**config.mk**
```make
export PLATFORM = sky130hd
export DESIGN_NAME = alu_seq_unit
export DESIGN_NICKNAME = d
export VERILOG_FILES = /design/src/rtl/alu_seq_unit.sv
export SDC_FILE = /design/constraint.sdc
export NUM_CORES = 1
export LEC_CHECK = 0
export ABC_AREA = 1
export CORE_UTILIZATION = 35
export CTS_CLUSTER_DIAMETER = 150
export DETAILED_ROUTE_END_ITERATION = 8
export HOLD_SLACK_MARGIN = 0.15
export PLACE_DENSITY = 0.65
export SLEW_MARGIN = 20
export SYNTH_ARGS = -nofsm -noshare
export SYNTH_HDL_FRONTEND = slang
export SYNTH_SLANG_ARGS = --single-unit
```
**constraint.sdc**
```tcl
create_clock -name clk -period 2.8 [get_ports clk]
set_input_delay 0.7 -clock clk [delete_from_list [all_inputs] [get_ports clk]]
set_output_delay 0.7 -clock clk [all_outputs]
set_load 0.005 [all_outputs]
```
**src/rtl/alu_seq_unit.sv**
```systemverilog
// alu_seq_unit: RV32 execute-stage ALU with a valid/ready result handshake.
// It decodes the operation class and {funct7, funct3} internally. Add, sub,
// and, or and slt complete in one cycle. Multiply runs as a radix-2 shift-add
// over XLEN cycles.
// Optional feature macro: ALU_DIV_EN adds a restoring divider for div/rem.
// When it is not defined, those two codes decode as slt and or.
module alu_seq_unit #(
    parameter int XLEN  = 32,
    parameter int CNT_W = $clog2(XLEN)
) (
    input  logic            clk,
    input  logic            reset,
    input  logic            in_valid,
    output logic            in_ready,
    input  logic [1:0]      alu_op,
    input  logic [9:0]      func_code,
    input  logic [XLEN-1:0] op_a,
    input  logic [XLEN-1:0] op_b,
    output logic            out_valid,
    input  logic            out_ready,
    output logic [XLEN-1:0] result,
    output logic            zero,
    output logic            busy
);

`ifdef ALU_DIV_EN
    typedef enum logic [1:0] {S_IDLE = 2'd0, S_MUL = 2'd1, S_DONE = 2'd2, S_DIV = 2'd3} state_t;
`else
    typedef enum logic [1:0] {S_IDLE = 2'd0, S_MUL = 2'd1, S_DONE = 2'd2} state_t;
`endif

    typedef enum logic [2:0] {
        K_ADD, K_SUB, K_AND, K_OR, K_SLT, K_MUL, K_DIV, K_REM
    } kind_t;

    localparam logic [CNT_W-1:0] LAST_ITER = CNT_W'(XLEN - 1);

    state_t            state_q, state_d;
    logic [XLEN-1:0]   result_q, result_d;
    logic              zero_q, zero_d;
    logic [CNT_W-1:0]  cnt_q, cnt_d;
    // Iteration datapath, shared by the multiplier and the divider:
    //   mul: acc = partial product, opa = shifted multiplicand, opb = multiplier
    //   div: acc = partial remainder, opa = |divisor|, opb = dividend/quotient
    logic [XLEN-1:0]   acc_q, acc_d;
    logic [XLEN-1:0]   opa_q, opa_d;
    logic [XLEN-1:0]   opb_q, opb_d;

    logic [6:0]        f7;
    logic [2:0]        f3;
    kind_t             kind;
    logic              accept;
    logic [XLEN-1:0]   quick_val;
    logic [XLEN-1:0]   mul_acc_step;
    logic              last_iter;
    logic              wr_res;

`ifdef ALU_DIV_EN
    logic              is_rem_q, is_rem_d;
    logic              neg_quot_q, neg_quot_d;
    logic              neg_rem_q, neg_rem_d;
    logic [XLEN-1:0]   a_abs, b_abs;
    logic [XLEN:0]     div_shift, div_diff;
    logic [XLEN-1:0]   rem_step, quot_step;
    logic [XLEN-1:0]   quot_fix, rem_fix;
`endif

    assign f7        = func_code[9:3];
    assign f3        = func_code[2:0];
    assign in_ready  = (state_q == S_IDLE) || (state_q == S_DONE && out_ready);
    assign accept    = in_valid && in_ready;
    assign last_iter = (cnt_q == LAST_ITER);

    // Operation decode; earlier entries win.
    always_comb begin
        kind = K_AND;
        if (!alu_op[1])
            kind = alu_op[0] ? K_SUB : K_ADD;
        else if (f7 == 7'b0000001 && f3 == 3'b000)
            kind = K_MUL;
`ifdef ALU_DIV_EN
        else if (f7 == 7'b0000001 && f3 == 3'b100)
            kind = K_DIV;
        else if (f7 == 7'b0000001 && f3 == 3'b110)
            kind = K_REM;
`endif
        else if (!f7[5] && f3 == 3'b000)
            kind = K_ADD;
        else if (f7[5] && f3 == 3'b000)
            kind = K_SUB;
        else if (!f7[5] && f3 == 3'b111)
            kind = K_AND;
        else if (!f7[5] && f3 == 3'b110)
            kind = K_OR;
        else if (f3 == 3'b100)
            kind = K_SLT;
        else
            kind = K_AND;
    end

    // Single-cycle results, computed straight from the live operands.
    always_comb begin
        quick_val = op_a & op_b;
        case (kind)
            K_ADD:   quick_val = op_a + op_b;
            K_SUB:   quick_val = op_a - op_b;
            K_OR:    quick_val = op_a | op_b;
            K_SLT:   quick_val = {{(XLEN-1){1'b0}}, ($signed(op_a) < $signed(op_b))};
            default: quick_val = op_a & op_b;
        endcase
    end

    // One shift-add multiply step.
    assign mul_acc_step = opb_q[0] ? (acc_q + opa_q) : acc_q;

`ifdef ALU_DIV_EN
    // Magnitudes taken at acceptance; signs are restored on the last step.
    assign a_abs = op_a[XLEN-1] ? (~op_a + 1'b1) : op_a;
    assign b_abs = op_b[XLEN-1] ? (~op_b + 1'b1) : op_b;

    // One restoring-division step: shift the next dividend bit into the
    // remainder and subtract the divisor if it fits (borrow bit clear).
    always_comb begin
        div_shift = {acc_q, opb_q[XLEN-1]};
        div_diff  = div_shift - {1'b0, opa_q};
        rem_step  = div_diff[XLEN] ? div_shift[XLEN-1:0] : div_diff[XLEN-1:0];
        quot_step = {opb_q[XLEN-2:0], ~div_diff[XLEN]};
        quot_fix  = neg_quot_q ? (~quot_step + 1'b1) : quot_step;
        rem_fix   = neg_rem_q  ? (~rem_step + 1'b1)  : rem_step;
    end
`endif

    // Next-state and datapath update: iterate, retire, then accept.
    always_comb begin
        state_d  = state_q;
        result_d = result_q;
        zero_d   = zero_q;
        cnt_d    = cnt_q;
        acc_d    = acc_q;
        opa_d    = opa_q;
        opb_d    = opb_q;
        wr_res   = 1'b0;
`ifdef ALU_DIV_EN
        is_rem_d   = is_rem_q;
        neg_quot_d = neg_quot_q;
        neg_rem_d  = neg_rem_q;
`endif

        case (state_q)
            S_MUL: begin
                acc_d = mul_acc_step;
                opa_d = opa_q << 1;
                opb_d = opb_q >> 1;
                cnt_d = cnt_q + 1'b1;
                if (last_iter) begin
                    state_d  = S_DONE;
                    result_d = mul_acc_step;
                    wr_res   = 1'b1;
                end
            end
`ifdef ALU_DIV_EN
            S_DIV: begin
                acc_d = rem_step;
                opb_d = quot_step;
                cnt_d = cnt_q + 1'b1;
                if (last_iter) begin
                    state_d  = S_DONE;
                    result_d = is_rem_q ? rem_fix : quot_fix;
                    wr_res   = 1'b1;
                end
            end
`endif
            S_DONE: begin
                if (out_ready && !in_valid)
                    state_d = S_IDLE;
            end
            default: ;
        endcase

        // Acceptance only happens in IDLE or DONE, so it overrides the above.
        if (accept) begin
            cnt_d = '0;
            case (kind)
                K_MUL: begin
                    state_d = S_MUL;
                    acc_d   = '0;
                    opa_d   = op_a;
                    opb_d   = op_b;
                end
`ifdef ALU_DIV_EN
                K_DIV, K_REM: begin
                    if (op_b == '0) begin
                        // A zero divisor needs no iterations; answer at once.
                        state_d  = S_DONE;
                        result_d = (kind == K_REM) ? op_a : '1;
                        wr_res   = 1'b1;
                    end else begin
                        state_d    = S_DIV;
                        acc_d      = '0;
                        opa_d      = b_abs;
                        opb_d      = a_abs;
                        is_rem_d   = (kind == K_REM);
                        neg_quot_d = op_a[XLEN-1] ^ op_b[XLEN-1];
                        neg_rem_d  = op_a[XLEN-1];
                    end
                end
`endif
                default: begin
                    state_d  = S_DONE;
                    result_d = quick_val;
                    wr_res   = 1'b1;
                end
            endcase
        end

        // zero follows the result only when a new result is written, so it
        // stays 0 out of reset even though result is 0.
        if (wr_res)
            zero_d = (result_d == '0);
    end

    // State and datapath registers with synchronous reset.
    always_ff @(posedge clk) begin
        if (reset) begin
            state_q  <= S_IDLE;
            result_q <= '0;
            zero_q   <= 1'b0;
            cnt_q    <= '0;
            acc_q    <= '0;
            opa_q    <= '0;
            opb_q    <= '0;
`ifdef ALU_DIV_EN
            is_rem_q   <= 1'b0;
            neg_quot_q <= 1'b0;
            neg_rem_q  <= 1'b0;
`endif
        end else begin
            state_q  <= state_d;
            result_q <= result_d;
            zero_q   <= zero_d;
            cnt_q    <= cnt_d;
            acc_q    <= acc_d;
            opa_q    <= opa_d;
            opb_q    <= opb_d;
`ifdef ALU_DIV_EN
            is_rem_q   <= is_rem_d;
            neg_quot_q <= neg_quot_d;
            neg_rem_q  <= neg_rem_d;
`endif
        end
    end

    assign out_valid = (state_q == S_DONE);
`ifdef ALU_DIV_EN
    assign busy      = (state_q == S_MUL) || (state_q == S_DIV);
`else
    assign busy      = (state_q == S_MUL);
`endif
    assign result    = result_q;
    assign zero      = zero_q;

endmodule

```
## Yosys cells after proc, flatten, opt, wreduce, memory -nomap -nowiden

Cells that the tools add are included.

| storage, ports and cells | value |
|---|---|
| register bits after elaboration | 136 |
| word-level logic and storage cells | 77 |
| output and inout port bits | 36 |
| input bits | 80 |

| operators by class | value |
|---|---|
| $add $sub $neg | 4 |
| magnitude comparators | 1 |
| equality and inequality tests | 13 |
| multiplexer cells | 32 |
| bitwise logic cells | 2 |
| reductions and logical operators | 18 |

Operators by type and width:

| cell | number |
|---|---|
| 2-to-1 mux 32 bit | 14 |
| one-hot mux 32 bit (4 select lines) | 1 |
| adder 32 bit | 2 |
| bitwise AND 32 bit | 1 |
| zero test 32 bit | 1 |
| < comparator 32 bit | 1 |
| bitwise OR 32 bit | 1 |
| subtractor 32 bit | 1 |
| 2-to-1 mux 3 bit | 7 |
| equality test 3 bit (second input constant) | 5 |
| logical AND 1 bit | 8 |
| 2-to-1 mux 2 bit | 4 |
| equality test 7 x 1 -> 1 bit (second input constant) | 1 |
| zero test 3 bit | 2 |
| inequality test 3 x 1 -> 1 bit (second input constant) | 2 |
| adder 5 x 1 -> 5 bit (second input constant) | 1 |
| equality test 5 bit (second input constant) | 1 |
| 2-to-1 mux 1 bit | 5 |
| one-hot mux 2 bit (2 select lines) | 1 |
| equality test 3 x 1 -> 1 bit (second input constant) | 1 |
| equality test 3 x 2 -> 1 bit (second input constant) | 1 |
| AND reduction 3 bit | 1 |
| nonzero test 3 bit | 1 |
| equality test 2 x 1 -> 1 bit (second input constant) | 1 |
| 5 further kinds | 6 |

## Longest topological paths before layout

Gate-level depths: netlist (run 1).

| depth | value |
|---|---|
| depth in word-level cells | 13 |
| mapped depth | 24 |
| mapped depth without buffers | 23 |

## Worst setup path after synthesis (run 1)

OpenSTA, ideal clock, no wires.

| timing | value |
|---|---|
| kind | input -> register |
| start | input op_a[0] |
| end | register zero_q, in the netlist zero |
| path slack | 0.095 ns |
| arrival | 2.634 ns |
| path buffers | 0 |
| stages | 22 |
| required time | 2.729 ns |
| cells stage by stage | inv_1 ha_1 fa_1 inv_1 nand2_1 nand2_1 nand3_1 nand2_1 nand2_1 nand2_1 nand2_1 nand2_1 nand2_1 nand3_1 nand2_1 nand2_1 nand3_1 nor2_1 nand2_1 nor2_1 nand4_1 a21oi_1 |

| on the way | value |
|---|---|
| longest elaborated chain between the ends | 5 |

Ends and longest elaborated chain:

| element | line | text |
|---|---|---|
| from (decl) | 17 | `input logic [XLEN-1:0] op_a,` |
| subtractor 32 bit (tied with other cells) | 106 | `K_SUB: quick_val = op_a - op_b;` |
| one-hot mux 32 bit (4 select lines) * | 104 | `case (kind)` |
| 2-to-1 mux 32 bit * | 183 | `case (kind)` |
| 2-to-1 mux 32 bit * | 181 | `if (accept) begin` |
| zero test 32 bit * | 219 | `zero_d = (result_d == '0);` |
| to (signal assigned) | 240 | `zero_q <= zero_d;` |
| to (decl) | 40 | `logic zero_q, zero_d;` |

Every way passes the cells marked *; elsewhere a longest branch is shown, timed or not.
A chain may end at the register's enable or synchronous reset.

## Final worst setup path (run 1)

| timing | value |
|---|---|
| start | input alu_op[0] |
| end | register result_q[26], in the netlist result[26] |

| on the way | value |
|---|---|
| longest elaborated chain between the ends | 6 |

Ends and longest elaborated chain:

| element | line | text |
|---|---|---|
| from (decl) | 15 | `input logic [1:0] alu_op,` |
| 2-to-1 mux 1 bit * | 78 | `kind = alu_op[0] ? K_SUB : K_ADD;` |
| 2-to-1 mux 3 bit * | 77 | `if (!alu_op[1])` |
| equality test 3 bit (tied with other cells) | 104 |  |
| one-hot mux 32 bit (4 select lines) | 104 |  |
| 2-to-1 mux 32 bit * | 183 |  |
| 2-to-1 mux 32 bit * | 181 |  |
| to (signal assigned) | 239 | `result_q <= result_d;` |
| to (decl) | 39 | `logic [XLEN-1:0] result_q, result_d;` |

Marks and branches as above.

==> qor.txt, run 1 <==
Final Hold Fails: 0
Largest net degree at the start of global routing: 62
Clock tree from TritonCTS: built
Synthesis warning total: 0
Max Buffers Root-to-Sink: 2
Peak VDD IR: 0.476 mV
Critical path's slowest cell: clkdlybuf4s50_1
PD cells: 384 nW/µm²
Initial Util: 35.7%
TritonRoute pass-1 iters: 6
Register bit total from synthesis: 136
Vias in the first global route: 18,500
EDFF count, synth: 0
Startpoint Class: input pin
Net count after synthesis: 3,038
Max capacitance violation total: 0
Crit path launch: alu_op[0]
Clock skew: 0.0146 ns
Clock transition at the registers of the reported paths: 0.08 ns
Placed insts: 3,810
Rows: 76
Routing usage on met3: 2.95%
Hold Crit Class: reg2reg
Cells along the critical path: clkdlybuf4s50_1 > or2_2 > nand2_8 > nand3_2 > inv_2 > buf_12 > nand3_2 > nand4_1 > nand2_1 > buf_4 > buf_4 > buf_4 > buf_4 > nor2_1
Antenna Cells: 0
DRT Wirelength: 65,200 µm
Synth unique cells: 46
RSZ-0062 raised after global routing: yes
CP Data Arrival Time: 3.12 ns
GRT Resource Usage Total: 28.7%
Number of top-level pins: 116
Synth Cell Area: 15,400 µm²
Congestion Overflow GR: 0
H-tree depth: 4
Clk network pwr share: 29.1%
Worst-Margin Slew: 0.679 ns
CTS Buf Count: 17
Hpwl dp: 51,100 µm
Area leader, netlist: nand2_1
Reg2reg start: acc_q[0]$_SDFF_PP0_
Crit-path max FO: 10
Layout Area Growth over Synthesis: 49.9%
Sequential share of power: 24.4%
NumNets Final: 3,536
GR peak layer: met2
Critical path class: in2reg
LEAKAGE: 12.0 nW
Placer congestion estimate: 1.02
Root buffer cell: clkbuf_16
Core ar.: 43,300 µm²
Met1 usage: 37.6%
Status: finished clean
Filler instances: 4,260
Layout cells sized above 1: 30.0%
Worst Hold Slack: 0.474 ns
Clock Sinks: 136
Drt initial violations: 1,710
Synth top area share: 23.6%
Max incr delay on CP: 0.40 ns
Vert. Die Dim: 212 µm
Max frequency: 0.369 GHz
I/O Buffers: 115
DR vias/cell: 5.00
Internal power: 5.57 mW
Post-synthesis cell count: 2,810
Origin of the worst min-delay path: cnt_q[4]$_SDFFE_PP0P_
CP required: 3.21 ns
Switching part of the total: 37.3%
Met2 usage: 47.3%
Ys flop type: dfxtp_1
Final setup viols: 0
Total Power: 8.88 mW
DRC: 0
Die Area: 45,000 µm²
# hold bufs at CTS: 0
Syn_area_per_cell: 5.49 µm²
Comb pwr share: 46.4%
CP dominant cell by count: buf_4
Crit end category: flop
Die width: 212 µm
Wire length per cell: 16.7 µm
Min Tclk post-route: 2.71 ns
Initial antenna violation count: 0
Synth area leaders: nand2_1 (24%), dfxtp_1 (18%), inv_1 (12%)
First-pass GRT wire length: 99,400 µm
Slew HR: 54.7%
Register area share after synthesis: 17.6%
FFs w/ async S/R, synth: 0%
Cell Count, Final, Fillers Out: 3,906
Routed Antenna Nets: 0
Post-route clock period utilization: 96.8%
Via Count: 19,500
Switching power: 3.31 mW
Clock latency on the worst-skew pair: 0.47 ns
Max-slew violations: 0
==> synthesized netlist by cell type, drive strengths merged, types with 15 or more instances <==
cell type  count
a21oi         83
o21ai        123
or2           33
inv          507
ha           145
clkbuf        68
xor2          15
nor2         277
nand4         33
nand2        980
buf           21
o211ai        18
nor3          25
nand3        236
a31oi         62
dfxtp        136
==> cell families (layout without fill, tap and decap cells) <==
family          after synthesis  in the layout  share of synthesized area [%]
simple gates               1602           1603                           43.3
buf+inv                     599           1109                           14.8
compound gates              304            304                           10.9
fa+ha+maj                   148            148                           12.1
flops                       136            136                           17.6
xor+xnor                     20             20                           1.13
mux                           1              1                         0.0648
==> metal layers <==
layer / part of all wire (%) / wire length, µm
met2: 46 / 29700
met3: 6.4 / 4190
met5: 0 / 0
met4: 4.5 / 2900
met1: 43 / 28300
==> cell type report <==
| cell class | instances | area, µm² | share of cell area, % |
|---|---|---|---|
| clock buffer | 19 | 433 | 1.87 |
| clock inverter | 13 | 220 | 0.952 |
| inverter | 510 | 1920 | 8.30 |
| multi-input combinational | 2076 | 12300 | 53.2 |
| sequential | 136 | 2730 | 11.8 |
| tap | 585 | 732 | 3.16 |
| timing repair buffer | 567 | 4800 | 20.7 |
==> final timing paths <==
check	endpoint	slack (ns)	cells past startpoint
worst max-delay path	result[26]$_SDFF_PP0_	0.09	14
worst min-delay path	cnt_q[4]$_SDFFE_PP0P_	0.47	2
worst max register to register	result[26]$_SDFF_PP0_	0.20	19
worst min register to register	cnt_q[4]$_SDFFE_PP0P_	0.47	2
==> stage by stage <==
step | setup slack [ns] | cell area, µm² | setup TNS (ns) | utilization (%)
6_report | 0.0899 | 23100 | 0 | 53.5
5_1_grt | -0.0438 | 23100 | -0.0700 | 53.5
4_1_cts | 0.000168 | 22100 | 0 | 51.2
3_5_place_dp | -0.930 | 20100 | -25.65 | 46.4
3_3_place_gp | -0.950 | 20100 | -25.43 | 46.4
2_1_floorplan | 0.0951 | 15400 | 0 | -
==> worst max-delay path, delay by kind of cell <==
family	cells	cell delay, ns
buf+inv	7	1.39
simple gates	7	1.02
==> power groups by stage <==
stage	combinational (mW)	sequential [mW]	clock, mW
final	4.13	2.17	2.59
after global routing	4.44	2.18	2.69
after CTS	3.76	2.17	2.61
after detailed placement	3.28	2.21	0
after global placement	3.29	2.22	0
after floorplan	1.57	2.16	0
==> cell usage in the layout, fill, tap and decap left out, types with 16 or more instances in the layout <==
cell and count:
a21oi_1 48, a21oi_2 29, a31oi_1 62, buf_12 22, buf_4 407, buf_6 22
clkbuf_16 18, clkbuf_2 27, clkdlybuf4s50_1 40, dfxtp_1 130, dlygate4sd2_1 17, dlymetal6s2s_1 16
ha_1 84, ha_2 19, ha_4 42, inv_1 431, inv_2 74, nand2_1 850
nand2_2 113, nand3_1 191, nand3_2 35, nand4_1 33, nor2_1 187, nor2_2 58
nor2_4 31, nor3_1 17, o211ai_1 18, o21ai_0 107, or2_2 22
==> what timing repair did <==
action / CTS / global route
cloned: 1 / 1
resized for setup: 389 / 319
pin swaps: 111 / 119
buffers inserted: 37 / 25
setup endpoints to repair: 20 / 6
==> flip-flops by register name (all words and copies together), names as in the netlist <==
| register | cells |
|---|---|
| zero | 1 |
| opa_q | 32 |
| cnt_q | 5 |
| opb_q | 32 |
| acc_q | 32 |
| result | 32 |
| state_q | 2 |
Note: power is estimated with default switching activity, not from simulation.
==> run 2, diff against run 1 <==
- SLEW_MARGIN: 20 -> default
==> results of run 2 <==
The final DEF is identical to that of run 1; final timing and power are the same.
==> run 3, diff against run 2 <==
==> constraint.sdc (replaced) <==
create_clock -name clk -period 2.8 [get_ports clk]
set_input_delay 0.42 -clock clk [delete_from_list [all_inputs] [get_ports clk]]
set_output_delay 0.42 -clock clk [all_outputs]
set_load 0.005 [all_outputs]
==> qor.txt, run 3 (synthesis gave the netlist of run 1 again) <==
Status: finished clean
Initial antenna violation count: 1 (+1)
Clock latency on the worst-skew pair: 0.45 ns (-0.02 ns)
Commonest non-fill, non-tap cell in the layout: nand2_1
Placer congestion estimate: 1.01 (-1.3%)
Cell Count, Final, Fillers Out: 3,862 (-1.1%)
H-tree depth: 4 (unchanged)
NumNets Final: 3,492 (-1.2%)
CP required: 3.19 ns (-0.02 ns)
Worst Hold Slack: 0.418 ns (-0.0555 ns)
Post-route clock period utilization: 94.4% (-2.4 points)
Clock transition at the registers of the reported paths: 0.08 ns (about the same)
Number of top-level pins: 116 (unchanged)
Commonest cells after routing, fill and taps aside: nand2_1 (898), inv_1 (461), buf_4 (385)
Antenna Cells: 0 (unchanged)
Max capacitance violation total: 0 (unchanged)
Max frequency: 0.378 GHz (+2.5%)
R2R cell count: 20 (+1)
Routed Antenna Nets: 0 (unchanged)
Die width: 212 µm (unchanged)
Largest net degree at the start of global routing: 122 (+97%)
WHS Path Cells: 4 (+2)
Slew HR: 61.5% (+6.7 points)
Hpwl dp: 50,300 µm (-1.6%)
Clock tree from TritonCTS: built
Worst-Margin Slew: 0.578 ns (-0.101 ns)
Root buffer cell: clkbuf_16
Rows: 76 (unchanged)
Peak VDD IR: 0.400 mV (-16%)
Initial Util: 35.7% (unchanged)
DRC: 0 (unchanged)
Crit end category: flop
Cells along the critical path: clkdlybuf4s50_1 > nor2_1 > nand2_1 > nand2_1 > nor2_2 > nand2_4 > buf_4 > nand2_4 > buf_12 > buf_4 > nor2_1 > nor2_1 > nand3_1 > nand2_1 > nand2_1 > nor2_1 > nand2_1 > nor2_1 > nand4_1 > a21oi_1
Vert. Die Dim: 212 µm (unchanged)
Clock skew: 0.0137 ns (-0.000966 ns)
Via Count: 19,000 (-2.8%)
Dpl ws: -0.702 ns (+0.228 ns)
Critical path's slowest cell: clkdlybuf4s50_1
Layout cells sized above 1: 24.8% (-5.2 points)
Drt initial violations: 1,639 (-4.2%)
Congestion Overflow GR: 0 (unchanged)
Max-slew violations: 0 (unchanged)
# hold bufs at CTS: 0 (unchanged)
DRT Wirelength: 63,000 µm (-3.2%)
Placed insts: 3,811 (+0.026%)
Max incr delay on CP: 0.52 ns (+0.12 ns)
Min Tclk post-route: 2.64 ns (-0.0673 ns)
Clock Sinks: 136 (unchanged)
LEAKAGE: 11.9 nW (-0.58%)
PD cells: 367 nW/µm² (-4.4%)
Die Area: 45,000 µm² (unchanged)
First-pass GRT wire length: 95,300 µm (-4.1%)
GRT Resource Usage Total: 27.5% (-1.1 points)
CP Data Arrival Time: 3.03 ns (-0.09 ns)
Startpoint Class: input pin
DR vias/cell: 4.91 (-1.7%)
Wire length per cell: 16.3 µm (-2.1%)
I/O Buffers: 115 (unchanged)
Vias in the first global route: 17,600 (-4.7%)
Setup WS post-layout: 0.157 ns (+0.0673 ns)
Hold Crit Class: in2reg
Core ar.: 43,300 µm² (unchanged)
Crit-path max FO: 11 (+1)
TritonRoute pass-1 iters: 5 (-1)
Max Buffers Root-to-Sink: 2 (unchanged)
Critical path class: in2reg
CTS Buf Count: 17 (unchanged)
Final setup viols: 0 (unchanged)
Layout Area Growth over Synthesis: 45.9%
Final Hold Fails: 0 (unchanged)
-- run 3: stage by stage --
stage                     TNS, ns  utilization [%]  power, mW  area [µm²]
after floorplan                 0                -       3.73       15400
final                           0             52.0       8.27       22500
after global placement      -7.09             46.5       5.50       20100
after detailed placement    -7.33             46.5       5.50       20100
after global routing      -0.0560             52.0       8.71       22500
after CTS                       0             48.5       7.92       21000
-- run 3: report_power, final --
part	switching, mW	total, mW	internal (mW)
clock	1.08	2.36	1.29
combinational	2.02	3.73	1.71
sequential	0.121	2.17	2.05
-- run 3: what timing repair did --
| action | CTS | global route |
|---|---|---|
| gates resized for setup | 68 | 386 |
| pin swaps | 6 | 85 |
| endpoints found under the setup margin | 1 | 1 |
| buffers inserted | 2 | 15 |
| cloned | 0 | 2 |
-- run 3: final timing paths --
| check | start | to | slack [ns] |
|---|---|---|---|
| worst max-delay path | func_code[0] | zero$_SDFFE_PP0P_ | 0.16 |
| worst min-delay path | op_a[0] | opa_q[0]$_SDFF_PP0_ | 0.42 |
| worst max register to register | opa_q[0]$_SDFF_PP0_ | zero$_SDFFE_PP0P_ | 0.17 |
| worst min register to register | cnt_q[4]$_SDFFE_PP0P_ | cnt_q[4]$_SDFFE_PP0P_ | 0.47 |
-- run 3: final cells by class --
cell class                      count  area (µm²)
Fill cell                        4349       20700
Multi-Input combinational cell   2076       12000
Timing Repair Buffer              523        4580
Sequential cell                   136        2730
Inverter                          510        1920
Tap cell                          585         732
Clock buffer                       18         439
Clock inverter                     14         151
-- run 3: routing by layer --
metal | share of wire [%] | track usage (%) | vias up | routed length, µm
li1 | - | - | 9644 | -
met1 | 44 | 36.1 | 8586 | 28000
met2 | 46 | 45.5 | 595 | 28800
met3 | 5.9 | 3.47 | 137 | 3740
met4 | 3.9 | 11.0 | 0 | 2470
met5 | 0 | 0 | - | 0
-- run 3: critical path, delay by kind of cell --
kind	cells	cell delay, ns
simple gates	15	1.45
buf+inv	4	0.99
compound gates	1	0.14
